--- src/rtl/seg7_pkg.sv ---
// Shared types for the multiplexed 7-segment scan controller.
package seg7_pkg;

   typedef logic [3:0] bcd_t;

   typedef enum logic [1:0] {
      IDLE,
      GUARD,
      SHOW
   } scan_state_t;

   localparam bcd_t BCD_MAX = 4'd9;

endpackage

--- src/rtl/seg7_slot_timer.sv ---
// Per-digit slot counter: runs 0..SCAN_DIV-1 while scanning and flags the end of
// the guard interval and the end of the slot.
module seg7_slot_timer #(
   parameter int SCAN_DIV     = 50000,
   parameter int GUARD_CYCLES = 500
) (
   input  logic clk_i,
   input  logic rst_n_i,
   input  logic en_i,
   input  logic run_i,
   output logic guard_end_o,
   output logic slot_end_o
);

   localparam int CNT_W = (SCAN_DIV > 1) ? $clog2(SCAN_DIV) : 1;
   localparam logic [CNT_W-1:0] SLOT_LAST  = CNT_W'(SCAN_DIV - 1);
   localparam logic [CNT_W-1:0] GUARD_LAST = CNT_W'(GUARD_CYCLES - 1);

   logic [CNT_W-1:0] cnt_q, cnt_d;

   assign slot_end_o  = (cnt_q == SLOT_LAST);
   assign guard_end_o = (GUARD_CYCLES > 0) && (cnt_q == GUARD_LAST);

   always_comb begin
      cnt_d = cnt_q;
      if (!(en_i && run_i)) begin
         cnt_d = '0;
      end else if (slot_end_o) begin
         cnt_d = '0;
      end else begin
         cnt_d = cnt_q + 1'b1;
      end
   end

   always_ff @(posedge clk_i or negedge rst_n_i) begin
      if (!rst_n_i) begin
         cnt_q <= '0;
      end else begin
         cnt_q <= cnt_d;
      end
   end

endmodule

--- src/rtl/seg7_scan_ctrl.sv ---
// Scans packed BCD digits onto one shared decoder with guard gaps, leading-zero
// blanking and frame-synchronous value updates.
//   state | meaning
//   IDLE  | display dark, waiting for en
//   GUARD | start of a slot, all digits off (anti-ghosting)
//   SHOW  | digit idx enabled, its code on bcd_out
module seg7_scan_ctrl
   import seg7_pkg::*;
#(
   parameter int NUM_DIGITS   = 4,
   parameter int SCAN_DIV     = 50000,
   parameter int GUARD_CYCLES = 500
) (
   input  logic                    clk_i,
   input  logic                    rst_n_i,
   input  logic                    en_i,
   input  logic                    lz_en_i,
   input  logic                    load_i,
   input  logic [4*NUM_DIGITS-1:0] digits_in_i,
   output logic                    load_ack_o,
   output logic [3:0]              bcd_out_o,
   output logic                    blank_out_o,
   output logic [NUM_DIGITS-1:0]   dig_sel_o,
   output logic                    frame_done_o,
   output logic                    bcd_err_o
);

   localparam int IDX_W = (NUM_DIGITS > 1) ? $clog2(NUM_DIGITS) : 1;
   localparam logic [IDX_W-1:0] IDX_LAST = IDX_W'(NUM_DIGITS - 1);
   localparam int DW = 4 * NUM_DIGITS;

   if (NUM_DIGITS < 1) begin : g_bad_digits
      $error("NUM_DIGITS must be at least 1");
   end
   if (GUARD_CYCLES < 0) begin : g_bad_guard
      $error("GUARD_CYCLES must be non-negative");
   end
   if (SCAN_DIV <= GUARD_CYCLES) begin : g_bad_div
      $error("SCAN_DIV must exceed GUARD_CYCLES");
   end

   scan_state_t      state_q, state_d;
   logic [IDX_W-1:0] idx_q, idx_d;
   logic [DW-1:0]    active_q, active_d;
   logic [DW-1:0]    shadow_q, shadow_d;
   logic             pending_q, pending_d;
   logic             ack_q, ack_d;
   logic             frame_done_q;
   logic             lz_q;
   logic             boundary;
   logic             apply;
   logic             guard_end, slot_end;

   seg7_slot_timer #(
      .SCAN_DIV     (SCAN_DIV),
      .GUARD_CYCLES (GUARD_CYCLES)
   ) u_slot_timer (
      .clk_i       (clk_i),
      .rst_n_i     (rst_n_i),
      .en_i        (en_i),
      .run_i       (state_q != IDLE),
      .guard_end_o (guard_end),
      .slot_end_o  (slot_end)
   );

   always_comb begin
      state_d  = state_q;
      idx_d    = idx_q;
      boundary = 1'b0;
      case (state_q)
         IDLE: begin
            if (en_i) begin
               state_d = (GUARD_CYCLES > 0) ? GUARD : SHOW;
               idx_d   = '0;
            end
         end
         GUARD: begin
            if (guard_end) state_d = SHOW;
         end
         SHOW: begin
            if (slot_end) begin
               state_d = (GUARD_CYCLES > 0) ? GUARD : SHOW;
               if (idx_q == IDX_LAST) begin
                  idx_d    = '0;
                  boundary = 1'b1;
               end else begin
                  idx_d = idx_q + 1'b1;
               end
            end
         end
         default: state_d = IDLE;
      endcase
      if (!en_i) begin
         state_d  = IDLE;
         idx_d    = '0;
         boundary = 1'b0;
      end
   end

   // A load coinciding with the apply point wins over the older shadow copy.
   always_comb begin
      shadow_d  = shadow_q;
      pending_d = pending_q;
      active_d  = active_q;
      ack_d     = 1'b0;
      apply     = (boundary && (pending_q || load_i)) || ((state_q == IDLE) && pending_q);
      if (load_i) begin
         shadow_d  = digits_in_i;
         pending_d = 1'b1;
      end
      if (apply) begin
         active_d  = load_i ? digits_in_i : shadow_q;
         pending_d = 1'b0;
         ack_d     = 1'b1;
      end
   end

   always_ff @(posedge clk_i or negedge rst_n_i) begin
      if (!rst_n_i) begin
         state_q      <= IDLE;
         idx_q        <= '0;
         active_q     <= '0;
         shadow_q     <= '0;
         pending_q    <= 1'b0;
         ack_q        <= 1'b0;
         frame_done_q <= 1'b0;
         lz_q         <= 1'b0;
      end else begin
         state_q      <= state_d;
         idx_q        <= idx_d;
         active_q     <= active_d;
         shadow_q     <= shadow_d;
         pending_q    <= pending_d;
         ack_q        <= ack_d;
         frame_done_q <= boundary;
         lz_q         <= lz_en_i;
      end
   end

   bcd_t act_dig [NUM_DIGITS];
   bcd_t cur_dig;
   logic upper_zero;
   logic any_err;

   always_comb begin
      upper_zero = 1'b1;
      any_err    = 1'b0;
      for (int i = 0; i < NUM_DIGITS; i++) begin
         act_dig[i] = active_q[4*i +: 4];
         if (act_dig[i] > BCD_MAX) any_err = 1'b1;
         if ((i >= int'(idx_q)) && (act_dig[i] != 4'd0)) upper_zero = 1'b0;
      end
      cur_dig = act_dig[idx_q];
   end

   always_comb begin
      dig_sel_o   = '0;
      bcd_out_o   = 4'd0;
      blank_out_o = 1'b1;
      if (state_q == SHOW) begin
         dig_sel_o[idx_q] = 1'b1;
         bcd_out_o        = cur_dig;
         blank_out_o      = (cur_dig > BCD_MAX) || (lz_q && (idx_q != '0) && upper_zero);
      end
   end

   assign load_ack_o   = ack_q;
   assign frame_done_o = frame_done_q;
   assign bcd_err_o    = any_err;

endmodule

--- config.mk ---
export PLATFORM = sky130hd
export DESIGN_NAME = seg7_scan_ctrl
export DESIGN_NICKNAME = d
export VERILOG_FILES = /design/src/rtl/seg7_pkg.sv /design/src/rtl/seg7_slot_timer.sv /design/src/rtl/seg7_scan_ctrl.sv
export SDC_FILE = /design/constraint.sdc
export NUM_CORES = 1
export LEC_CHECK = 0
export CORE_MARGIN = 3
export CORE_UTILIZATION = 62
export CTS_BUF_LIST = sky130_fd_sc_hd__clkbuf_4 sky130_fd_sc_hd__clkbuf_8
export CTS_CLUSTER_SIZE = 24
export DETAILED_ROUTE_END_ITERATION = 6
export PLACE_DENSITY_LB_ADDON = 0.2
export SLEW_MARGIN = 30
export SYNTH_ARGS = -nofsm -noshare
export SYNTH_HDL_FRONTEND = slang
export SYNTH_SLANG_ARGS = --single-unit
--- constraint.sdc ---
create_clock -name clk_i -period 3.4 [get_ports clk_i]
set_input_delay 0.68 -clock clk_i [delete_from_list [all_inputs] [get_ports clk_i]]
set_output_delay 0.68 -clock clk_i [all_outputs]
set_load 0.05 [all_outputs]
Yosys cells after proc, flatten, opt, wreduce, memory -nomap -nowiden
Cells that the tools add are included.
{"block": "op_classes", "mul": 0, "div_mod_pow": 0, "n_mux": 34, "shifts": 0, "n_bitwise": 1, "n_addsub": 2, "eq_ne": 8, "n_lt_le_gt_ge": 11, "reduce_logical": 22}
{"operator": "two-way mux 16 bit", "count": 3}
{"operator": "> comparator 4 bit (second input constant)", "count": 5}
{"operator": "two-way mux 1 bit", "count": 17}
{"operator": "adder 16 x 1 -> 16 bit (second input constant)", "count": 1}
{"operator": "equality test 16 bit (second input constant)", "count": 1}
{"operator": "equality test 16 x 9 -> 1 bit (second input constant)", "count": 1}
{"operator": "two-way mux 4 bit", "count": 4}
{"operator": "nonzero test 4 bit", "count": 4}
{"operator": "two-way mux 2 bit", "count": 6}
{"operator": "logical AND 1 bit", "count": 9}
{"operator": "binary-select mux 4 bit (select 2 bit)", "count": 1}
{"operator": "inequality test 3 bit (second input constant)", "count": 2}
{"operator": "one-hot mux 2 bit (3 select lines)", "count": 1}
{"operator": "nonzero test 2 bit", "count": 3}
{"operator": "equality test 2 bit (second input constant)", "count": 2}
{"operator": ">= comparator 1 x 2 -> 1 bit (first input constant)", "count": 2}
{"operator": "one-hot mux 2 bit (2 select lines)", "count": 1}
{"operator": "AND reduction 2 bit", "count": 2}
{"operator": ">= comparator 3 bit (second input constant)", "count": 1}
{"operator": "logical OR 1 bit", "count": 3}
{"operator": "less-than comparator 2 x 3 -> 1 bit (second input constant)", "count": 1}
{"operator": "inequality test 3 x 1 -> 1 bit (second input constant)", "count": 1}
{"operator": "inverter 2 -> 3 bit", "count": 1}
{"operator": "adder 2 x 1 -> 2 bit (second input constant)", "count": 1}
{"operator": "5 further kinds", "count": 5}
{"block": "word_totals", "word_cells": 87, "input_bits": 21, "mem_count": 0, "ram_bits": 0, "mem_bits_ro": 0, "latchBits": 0, "register_bits": 56, "out_inout_bits": 12}

Depth between registers and ports, before layout
{"block": "depth", "ltp_word": 9, "ltp_mapped": 7, "mapped_depth_nobuf": 5}

Modules after synthesis
Synthesis repeated with hierarchy kept, for this count alone.
{"block": "unflattened", "cells_unflattened": 217, "hier_area_um2": 2706.3}
{"mod": "seg7_scan_ctrl", "seq_area_each_um2": 1001.0, "area_per_inst_um2": 1875.5, "cells_per_inst": 133, "instances": 1}
{"mod": "seg7_slot_timer", "seq_area_each_um2": 400.4, "area_per_inst_um2": 830.8, "cells_per_inst": 84, "instances": 1}

Least setup slack after synthesis
Ideal clock, no wire load.
{"block": "synth_timing", "path_type": "register to output", "startpoint": "reg idx_q[0]", "endpoint": "out blank_out_o", "path_buffers": 1, "t_arrival_ns": 1.798, "path_slack_ns": 0.922, "stages_incl_launch_ff": 5, "required_ns": 2.720, "cell_sequence": "dfrtp_1 -> clkbuf_1 -> mux4_2 -> o21ai_0 -> nand3_1"}
{"block": "synth_between", "elab_chain_len": 9, "elab_cells_between_ends": 20, "classes_between": "4 x order compare; 8 x mux; 1 x bitwise; 7 x reduce/logical"}
{"item": "from (decl)", "line": "seg7_scan_ctrl.sv:43", "rtl": "logic [IDX_W-1:0] idx_q, idx_d;"}
{"item": "from (signal assigned)", "line": "seg7_scan_ctrl.sv:130", "rtl": "idx_q <= idx_d;"}
{"item": "branches (longest 7 deep; another with > comparator 4 bit)"}
{"item": "logical OR 1 bit *", "line": "seg7_scan_ctrl.sv:163", "rtl": "blank_out_o = (cur_dig > BCD_MAX) || (lz_q && (idx_q != '0) && upper_zero);"}
{"item": "two-way mux 1 bit *", "line": "seg7_scan_ctrl.sv:160", "rtl": "if (state_q == SHOW) begin"}
{"item": "to (decl)", "line": "seg7_scan_ctrl.sv:22", "rtl": "output logic blank_out_o,"}
Mark *: on every way between the ends. The select of a mux whose other input is x is not followed.

Worst setup path in the final report
{"block": "layout_timing", "startpoint": "reg idx_q[1]", "endpoint": "out blank_out_o"}
The elaborated chain is that of the path after synthesis.

==> out/summary.txt <==
status - complete, no violations
footprint of the multi-input gates - 1210 um2
number of enable flip-flop cells after synthesis - 0
final WL - 4960 um
Die Height - 71.75 um
FP Rows - 23
Setup Buffers After CTS - 0
Tcrit/Tclk final - 97.25%
final setup fails - 0
clock root buffer - clkbuf_8
CTS Buffer Depth - 2
R2R cell count - 4
tightest hold margin - 0.3306 ns
nature of the critical path endpoint - output port
dpl hpwl - 3524 um
NumNets Final - 277
Die Area - 5147 um2
# diodes - 0
Leak - 1.272 nW
H-tree depth - 2
final core occ - 76.85%
clock skew - 0.009988 ns
Placed Cells - 294
R2R Setup Slk - 0.87 ns
GRT busiest layer - met2
Vias - 1759
CP Max Fanout - 9
R2R Path Start - u_slot_timer.cnt_q[10]
min Tclk post-route - 3.306 ns
Post-CTS Hold Buffers - 0
GP Congestion - 0.8180
clock sink count - 56
Clock transition at path regs - 0.10 ns
Least-Margin Pin Slew - 0.7158 ns
Synth Warn # - 0
Post-Syn Area - 2680 um2
total CTS buffers - 5
GRT overflow - 0
ys async rst share - 100.0%
Slew headroom - 52.28%
Cells after Synth - 218
final setup TNS - 0 ns
Worst Hold Class - input port to asynchronous set/reset pin
CTS tree - yes
met2 usage - 34.29%
Synth cell types - 42
DR pass1 iterations - 4
I/O Pins - 33
Post-Syn Nets - 244
CP startpoint kind - flip-flop
met1 global-route usage - 30.04%
Crit path arrival time - 2.63 ns
Final Hold Fails - 0
# resized after CTS - 0
grt met3 use - 4.628%
Slew Limit Fails - 0
Total GRT Usage - 21.34%
top cell type by total area after synthesis - dfrtp_1
critical path type - flip-flop to output port
clock latency on the worst-skew pair - 0.31 ns
sequential area share after synthesis - 52.29%
Peak Freq - 0.3024 GHz
Avg Inst Size Synth - 12.29 um2
commonest non-fill, non-tap cells in the layout - dfrtp_1 (55), clkdlybuf4s50_1 (31), mux2_2 (23), nor2_1 (20)
Core ar. - 4086 um2
First DRT Iteration DRCs - 158
Main synth FF type - dfrtp_1
Port Buffer Count - 32
Power Density - 454.7 nW/um2
vias in the first global route - 1742
Fill cells - 261
#FFs+latches synth - 56
DR WL/cell - 16.42 um
first-pass GRT wire length - 8507 um
max_cap viols - 0
cell area after layout - 3141 um2
register area - 1403 um2
unrepaired setup endpoints after global routing - false
largest cells by area after synthesis - dfrtp_1 (52%), mux2_2 (9.7%), mux2_4 (5.0%)
die width - 71.75 um
Via density - 5.825
Final ANT Viol Nets - 0
non-filler instance count after layout - 302
initial antenna violation count - 0
initial core utilization - 65.58%
layout cell share with drive strength beyond 1 - 22.62%
Crit. Startpoint - idx_q[1]
commonest non-fill, non-tap cell in the layout - dfrtp_1
maximum vdd drop - 0.3182 mV
pin count of the biggest net entering global routing - 35
Synth-to-Final Area Change - 17.18%
DRC - 0
placed instance area - 3042 um2
CP required - 2.72 ns
area share of the largest cell type after synthesis - 52.29%
metrics by stage:
| stage | power (W) | worst slack (ns) |
|---|---|---|
| global route | 0.001496 | 0.004193 |
| detailed placement | 0.001056 | 0.3658 |
| floorplan | 0.0009629 | 0.9217 |
| finish | 0.001428 | 0.09361 |
| CTS | 0.001443 | 0.01993 |
| global placement | 0.001045 | 0.5335 |
registers in the layout, indices dropped and copies added, names as in the netlist:
signal	flops
lz_q	1
active_q	16
u_slot_timer.cnt_q	16
pending_q	1
idx_q	2
frame_done_o	1
state_q	2
shadow_q	16
load_ack_o	1
cells in the mapped netlist, types with 2 or more instances:
master / instances
or4_1: 2
ha_1: 5
mux2_2: 23
nand3_1: 9
nand2_1: 6
o211ai_1: 2
nor4_1: 3
nand4_1: 7
inv_1: 6
o21ai_0: 9
nor3_1: 5
nor2b_1: 2
xnor2_1: 8
and2_1: 8
buf_1: 2
xor2_1: 5
mux2_4: 9
mux4_2: 4
dfrtp_1: 56
nor2_1: 20
clkbuf_1: 6
where the power goes:
group | leakage, nW | internal [W] | switching [W]
combinational | 0.520 | 0.000140 | 0.0000976
clock | 0.0523 | 0.000183 | 0.000204
sequential | 0.699 | 0.000741 | 0.0000623
total | 1.27 | 0.00106 | 0.000364
path summary, 6_finish.rpt:
kind / to
setup / recovery: blank_out_o
hold / removal: active_q[3]
setup reg to reg: active_q[13]
hold reg to reg: shadow_q[14]
max in group asynchronous: idx_q[0]
min in group clk_i: shadow_q[14]
metal layers:
metal	wire length [um]	up-vias
met3	298	7
met2	2393	50
met1	2213	863
met5	0	-
met4	55	0
li1	-	839
worst max-delay path, stage by stage, from the launching register on:
cell and delay, ns:
dfrtp_1 0.55, inv_1 0.13, ha_1 0.23, nor4b_1 0.29, o2111ai_1 0.18, nand3_1 0.12, clkdlybuf4s50_1 0.80
kinds of logic after synthesis:
kind of cell               share of synthesized area [%]
adders and majority gates                          2.334
DFF                                                52.29
xor gates and xnor gates                           4.248
and+or+nand+nor                                    16.71
muxes                                              18.07
AOI/OAI and AO/OA                                  3.781
buffers and inverters                              2.567
area by class of cell:
type,instances,share of cell area [%]
Clock buffer,8,3.108
Inverter,6,0.7171
Multi-Input combinational cell,146,38.53
Sequential cell,56,44.66
Tap cell,50,1.992
Timing Repair Buffer,36,11.00
(Power assumes the default switching activity.)
